$ cat src/rtl/lcd_pkg.sv
// Shared types and constants for the LCD command bus driver.
package lcd_pkg;

  typedef enum logic [2:0] {
    IDLE,
    SETUP,
    PULSE,
    HOLD,
    WAIT
  } lcd_state_e;

  localparam int LCD_ON = 31;
  localparam int LCD_RS = 9;
  localparam int LCD_RW = 8;

  localparam logic [31:0] LCD_WINDOW_BASE = 32'h1000_4000;

  // Clear display / return home are the only commands with the long execution time.
  function automatic logic is_clear_home(input logic rs, input logic rw, input logic [7:0] data);
    return !rs && !rw && (data[7:2] == 6'd0) && (data != 8'd0);
  endfunction

endpackage

$ cat src/rtl/lcd_timer.sv
// Loadable down-counter; the zero flag marks the last cycle of a timed state.
module lcd_timer #(
  parameter int CNT_W = 17
) (
  input  logic             i_clk,
  input  logic             i_reset,
  input  logic             i_load,
  input  logic [CNT_W-1:0] i_load_value,
  output logic             o_zero
);

  logic [CNT_W-1:0] count_reg;

  always_ff @(posedge i_clk or negedge i_reset) begin
    if (!i_reset) begin
      count_reg <= '0;
    end else if (i_load) begin
      count_reg <= i_load_value;
    end else if (count_reg != '0) begin
      count_reg <= count_reg - 1'b1;
    end
  end

  assign o_zero = (count_reg == '0);

endmodule

$ cat src/rtl/lcd_bus_driver.sv
// Turns LSU command words into timed HD44780-style bus cycles and reports busy/ready.
module lcd_bus_driver
  import lcd_pkg::*;
#(
  parameter int T_AS   = 2,
  parameter int T_PW   = 12,
  parameter int T_H    = 1,
  parameter int T_EXEC = 2000,
  parameter int T_CLR  = 82000,
  parameter int CNT_W  = 17
) (
  input  logic        i_clk,
  input  logic        i_reset,
  input  logic        i_cmd_valid,
  input  logic [31:0] i_cmd_data,
  output logic        o_cmd_ready,
  output logic [31:0] o_status,
  output logic [7:0]  o_rd_data,
  output logic        o_rd_valid,
  output logic        o_lcd_on,
  output logic        o_lcd_rs,
  output logic        o_lcd_rw,
  output logic        o_lcd_en,
  output logic [7:0]  o_lcd_data,
  output logic        o_lcd_data_oe,
  input  logic [7:0]  i_lcd_data
);

  localparam logic [CNT_W-1:0] AS_LOAD   = CNT_W'(T_AS - 1);
  localparam logic [CNT_W-1:0] PW_LOAD   = CNT_W'(T_PW - 1);
  localparam logic [CNT_W-1:0] H_LOAD    = CNT_W'(T_H - 1);
  localparam logic [CNT_W-1:0] EXEC_LOAD = CNT_W'(T_EXEC - 1);
  localparam logic [CNT_W-1:0] CLR_LOAD  = CNT_W'(T_CLR - 1);

  lcd_state_e       state_reg, state_next;
  logic             accept;
  logic             on_reg, rs_reg, rw_reg;
  logic [7:0]       data_reg;
  logic [7:0]       rd_data_reg;
  logic             rd_valid_reg;
  logic             timer_load;
  logic [CNT_W-1:0] timer_load_value;
  logic             timer_zero;
  logic             cmd_unused;

  assign cmd_unused = ^i_cmd_data[30:10];

  assign accept = i_cmd_valid && (state_reg == IDLE);

  always_ff @(posedge i_clk or negedge i_reset) begin
    if (!i_reset) begin
      state_reg <= IDLE;
    end else begin
      state_reg <= state_next;
    end
  end

  always_comb begin
    state_next = state_reg;
    case (state_reg)
      IDLE:    if (i_cmd_valid) state_next = SETUP;
      SETUP:   if (timer_zero) state_next = PULSE;
      PULSE:   if (timer_zero) state_next = HOLD;
      HOLD:    if (timer_zero) state_next = rw_reg ? IDLE : WAIT;
      WAIT:    if (timer_zero) state_next = IDLE;
      default: state_next = IDLE;
    endcase
  end

  // Every state entry reloads the timer with that state's length minus one.
  always_comb begin
    timer_load       = (state_next != state_reg);
    timer_load_value = '0;
    case (state_next)
      SETUP:   timer_load_value = AS_LOAD;
      PULSE:   timer_load_value = PW_LOAD;
      HOLD:    timer_load_value = H_LOAD;
      WAIT:    timer_load_value = is_clear_home(rs_reg, rw_reg, data_reg) ? CLR_LOAD : EXEC_LOAD;
      default: timer_load_value = '0;
    endcase
  end

  lcd_timer #(
    .CNT_W(CNT_W)
  ) u_timer (
    .i_clk       (i_clk),
    .i_reset     (i_reset),
    .i_load      (timer_load),
    .i_load_value(timer_load_value),
    .o_zero      (timer_zero)
  );

  always_ff @(posedge i_clk or negedge i_reset) begin
    if (!i_reset) begin
      on_reg   <= 1'b0;
      rs_reg   <= 1'b0;
      rw_reg   <= 1'b0;
      data_reg <= 8'd0;
    end else if (accept) begin
      on_reg   <= i_cmd_data[LCD_ON];
      rs_reg   <= i_cmd_data[LCD_RS];
      rw_reg   <= i_cmd_data[LCD_RW];
      data_reg <= i_cmd_data[7:0];
    end
  end

  // Read data is captured on the last EN-high cycle, while the panel still drives the bus.
  always_ff @(posedge i_clk or negedge i_reset) begin
    if (!i_reset) begin
      rd_data_reg  <= 8'd0;
      rd_valid_reg <= 1'b0;
    end else begin
      rd_valid_reg <= 1'b0;
      if ((state_reg == PULSE) && timer_zero && rw_reg) begin
        rd_data_reg  <= i_lcd_data;
        rd_valid_reg <= 1'b1;
      end
    end
  end

  always_comb begin
    o_lcd_en      = 1'b0;
    o_lcd_rs      = 1'b0;
    o_lcd_rw      = 1'b0;
    o_lcd_data    = 8'd0;
    o_lcd_data_oe = 1'b0;
    case (state_reg)
      SETUP, PULSE, HOLD: begin
        o_lcd_rs      = rs_reg;
        o_lcd_rw      = rw_reg;
        o_lcd_data    = data_reg;
        o_lcd_data_oe = ~rw_reg;
        o_lcd_en      = (state_reg == PULSE);
      end
      default: ;
    endcase
  end

  assign o_cmd_ready = (state_reg == IDLE);
  assign o_status    = {~o_cmd_ready, 23'd0, rd_data_reg};
  assign o_rd_data   = rd_data_reg;
  assign o_rd_valid  = rd_valid_reg;
  assign o_lcd_on    = on_reg;

endmodule

$ cat config.mk
export PLATFORM = sky130hd
export DESIGN_NAME = lcd_bus_driver
export DESIGN_NICKNAME = d
export VERILOG_FILES = /design/src/rtl/lcd_pkg.sv /design/src/rtl/lcd_timer.sv /design/src/rtl/lcd_bus_driver.sv
export SDC_FILE = /design/constraint.sdc
export NUM_CORES = 1
export LEC_CHECK = 0
export BUFFER_PORTS_ARGS = -buffer_cell sky130_fd_sc_hd__buf_4
export CORE_MARGIN = 2
export CORE_UTILIZATION = 48
export CTS_CLUSTER_DIAMETER = 80
export DETAILED_ROUTE_END_ITERATION = 10
export PLACE_DENSITY = 0.8
export SKIP_LAST_GASP = 1
export SYNTH_ARGS = -nofsm -noshare
export SYNTH_HDL_FRONTEND = slang
export SYNTH_HIERARCHICAL = 1
export SYNTH_SLANG_ARGS = --single-unit
$ cat constraint.sdc
create_clock -name i_clk -period 4.05 [get_ports i_clk]
set_input_delay 0.405 -clock i_clk [delete_from_list [all_inputs] [get_ports i_clk]]
set_output_delay 0.405 -clock i_clk [all_outputs]
set_load 0.05 [all_outputs]
==> results.md <==
* Outcome: complete, no violations
* Dpl cells at 342
* Lkg Pwr at 0.00133 uW
* Setup TNS at 0 ns
* FILL cells at slightly above 400
* Final setup viols at 0
* Crit path max-delay family: simple AND/OR/NAND/NOR gates
* H-tree levels at 2
* Die height at 74.7 um
* Initial antenna violation count at 0
* CP dominant cell by count: nand2_1
* GR met1 Demand/Resource at 0.228
* Routed vias/inst at just over 5
* Wire per inst at around 13 um
* Full die area at 5590 um2
* Crit path cell chain: inv_1, ha_1, nor4b_1, buf_4, nand2b_1, nor3_2, nand2_1, o41ai_2, a21boi_1, nand2_1, o31ai_2
* Worst Reg2Reg Path Length in Cells at 11
* CTS tree: built
* Routed Antenna Nets at 0
* Total CTS buffers at 5
* Crit path from: u_timer/count_reg[0]$_DFFE_PN0P_
* Synth top area cells: dfrtp_1 42%, buf_4 10%, mux2_1 8.0%, o31ai_1 4.1%, xnor2_1 3.3%
* CP Buf/Inv Count at 2
* Vias in the first global route at around 1700
* Layout cells sized above 1 at 0.272
* Vias at between 1500 and 2000
* Largest net degree at the start of global routing at around 40
* Number of synthesis warnings at 6
* Post-synthesis sequential area ratio at 0.417
* Clock latency on the worst-skew pair at 0.30 ns
* Diode count at 0
* Startpoint types: register
* Clock skew at 0.00410 ns
* Share of the synthesized area in the top cell type at 0.417
* Slowest stage delay, CP at ~0.62 ns
* GRT busiest layer: met2
* Mux cell area share after synthesis at 0.0932
* Unrepaired setup endpoints after global routing: false
* CTS root buffer: clkbuf_8
* Drt pass-1 iters at 4
* Slew Limit Fails at 0
* Largest family of logic cells by synthesized area: simple AND/OR/NAND/NOR gates
* Kind of critical path: reg2reg
* Clock Pin Slew Worst Setup and Hold Paths at ~0.08 ns
* Post-CTS Repair Setup Buffers at 0
* Crit Reg-Reg Endpoint: u_timer/count_reg[10]$_DFFE_PN0P_
* Hold Buf Count CTS at 0
* CP Max Fanout at 12
* Simple-gate share of the synthesized area at 0.195
* Cell area after synthesis at approximately 2400 um2
* Period utilization at 0.785
* IO Port Bufs at 53
* Routability congestion estimate at 0.842
* Max-Cap Viols at 0
* DP HPWL at 3.41 mm
* Nets@finish at 326
* Crit end category: register
* Fin crit period at 3.18 ns
* Hold WC Path Type: in2async
* Boundary pin count at 98
* Post-synthesis xor/xnor area fraction at 0.0474
* Post-CTS sizing at 0
* Syn-to-layout area delta at 17.7%
* Grt met3 use at 0.0428
* Final Hold Viols at 0
* Distinct cells, synth at 48
* CP Depth at 11
* Critical Path Sink: u_timer/count_reg[10]$_DFFE_PN0P_
* DIE WIDTH at 74.7 um
* Clock buffer depth at 2
* CTS Sinks at 40
* FF-to-FF setup slack at 0.87 ns
* WP data arrival at 3.39 ns
* Synth area leader: dfrtp_1
* GRT overflow at 0
* Critical Path RT at 4.26 ns
* Slowest-stage cell, CP: nor3_2
* Post-Layout Inst Area at around 2800 um2
* Mapped Cells at 234
* Worst Tran Pin Value at about 0.8 ns
* First-pass GRT wire length at about 7.8 mm
* Placement Rows at 25
* Initial DRC Count at slightly above 100
* Final WL at 4.65 mm
* Drt drc at 0
* Flip-flop count of the largest register after layout at 17
* Final Power at 2050 uW
* R2R Path Start: u_timer/count_reg[0]$_DFFE_PN0P_
* Core ar. at 4790 um2
* Placed inst area at roughly 2700 um2
* Headroom to the max-slew limit at 0.467
* Cell Pwr Density at 727 nW/um2
* Register bit total from synthesis at 40
* Achievable Freq at 0.315 GHz
* Syn avg cell area at 10.3 um2
* GRT Overall Usage at 0.185
* Non-filler cells, final at 350
* Initial Util at 0.502
* GRT met2 Usage at 0.315
* Post-Synth Adder-Cell Area at 0.00521
* VDD IR-drop max at 0.550 mV
* Compound-Gate Fraction of Synth Area at 0.109
## cell usage in the layout, fill, tap and decap left out, types with 3 or more instances in the layout
cell / instances
a21boi_0: 3
and2_1: 11
and3_1: 3
buf_4: 56
clkbuf_8: 5
conb_1: 29
dfrtp_1: 40
inv_1: 4
mux2_1: 17
nand2_1: 19
nand2b_1: 4
nor2_1: 9
nor3_1: 6
nor4_1: 6
o21ai_0: 4
o31ai_1: 13
xnor2_1: 9
xor2_1: 4
## cell families (layout without fill, tap and decap cells)
group | count (synthesis) | count (layout)
AOI/OAI and AO/OA | 35 | 35
xor gates and xnor gates | 13 | 13
adders and majority gates | 1 | 1
buffers and inverters | 47 | 68
DFF | 40 | 40
muxes | 20 | 20
other | 1 | 29
and+or+nand+nor | 77 | 77
## synth_stat cells (all sizes together)
| master | number |
|---|---|
| a211oi | 1 |
| a21boi | 4 |
| a21o | 1 |
| a21oi | 3 |
| a31o | 1 |
| a31oi | 1 |
| and2 | 11 |
| and3 | 3 |
| and3b | 1 |
| buf | 37 |
| clkbuf | 6 |
| conb | 1 |
| dfrtp | 40 |
| ha | 1 |
| inv | 4 |
| mux2 | 19 |
| mux2i | 1 |
| nand2 | 19 |
| nand2b | 4 |
| nand4 | 1 |
| nand4b | 1 |
| nor2 | 9 |
| nor2b | 2 |
| nor3 | 8 |
| nor3b | 3 |
| nor4 | 7 |
| nor4b | 2 |
| o211ai | 1 |
| o21a | 1 |
| o21ai | 4 |
| o31a | 1 |
| o31ai | 14 |
| o41ai | 3 |
| or3 | 2 |
| or4 | 2 |
| or4b | 2 |
| xnor2 | 9 |
| xor2 | 4 |
## where the power goes
part           switching [uW]  total, uW  internal [uW]
Clock                     142        324            182
Combinational             680       1060            381
Sequential                141        668            527
## cell type report
| class | instances | area, um2 | share of cell area |
|---|---|---|---|
| timing repair buffer | 56 | 420 | 0.149 |
| clock inverter | 3 | 42.5 | 0.0151 |
| tap | 67 | 83.8 | 0.0297 |
| inverter | 4 | 15.0 | 0.00531 |
| multi-input combinational | 175 | 1190 | 0.423 |
| sequential | 40 | 1000 | 0.354 |
| clock buffer | 5 | 68.8 | 0.0243 |
## metrics by stage
step           utilization  setup slack [ns]  hold WS, ns
3_5_place_dp         0.567             0.889        0.407
3_3_place_gp         0.567              1.09        0.411
5_1_grt              0.591             0.598        0.113
2_1_floorplan            -              1.19        0.109
6_report             0.591             0.873       0.0629
4_1_cts              0.591             0.856       0.0883
## worst min path at each step
stage	endpoint	cells after the start
CTS	u_timer/count_reg[7]$_DFFE_PN0P_	1
finish	u_timer/count_reg[13]$_DFFE_PN0P_	1
detailed placement	u_timer/count_reg[11]$_DFFE_PN0P_	1
global route	o_rd_data[1]$_DFFE_PN0P_	1
global placement	u_timer/count_reg[11]$_DFFE_PN0P_	1
floorplan	data_reg[0]$_DFFE_PN0P_	0
## worst reg2reg max path: stages, from the launching register on
cell and delay, ns:
dfrtp_1 0.40, inv_1 0.09, ha_1 0.24, nor4b_1 0.33, buf_4 0.20, nand2b_1 0.10, nor3_2 0.62, nand2_1 0.24
o41ai_2 0.33, a21boi_1 0.35, nand2_1 0.12, o31ai_2 0.08
## per-layer routing
metal  up-vias  routed length (um)
met5         -                   0
met4         0                 110
met3        10                 258
met2        59                2280
met1       855                2010
li1        864                   -
No activity file was read; power rests on OpenSTA's default activity.
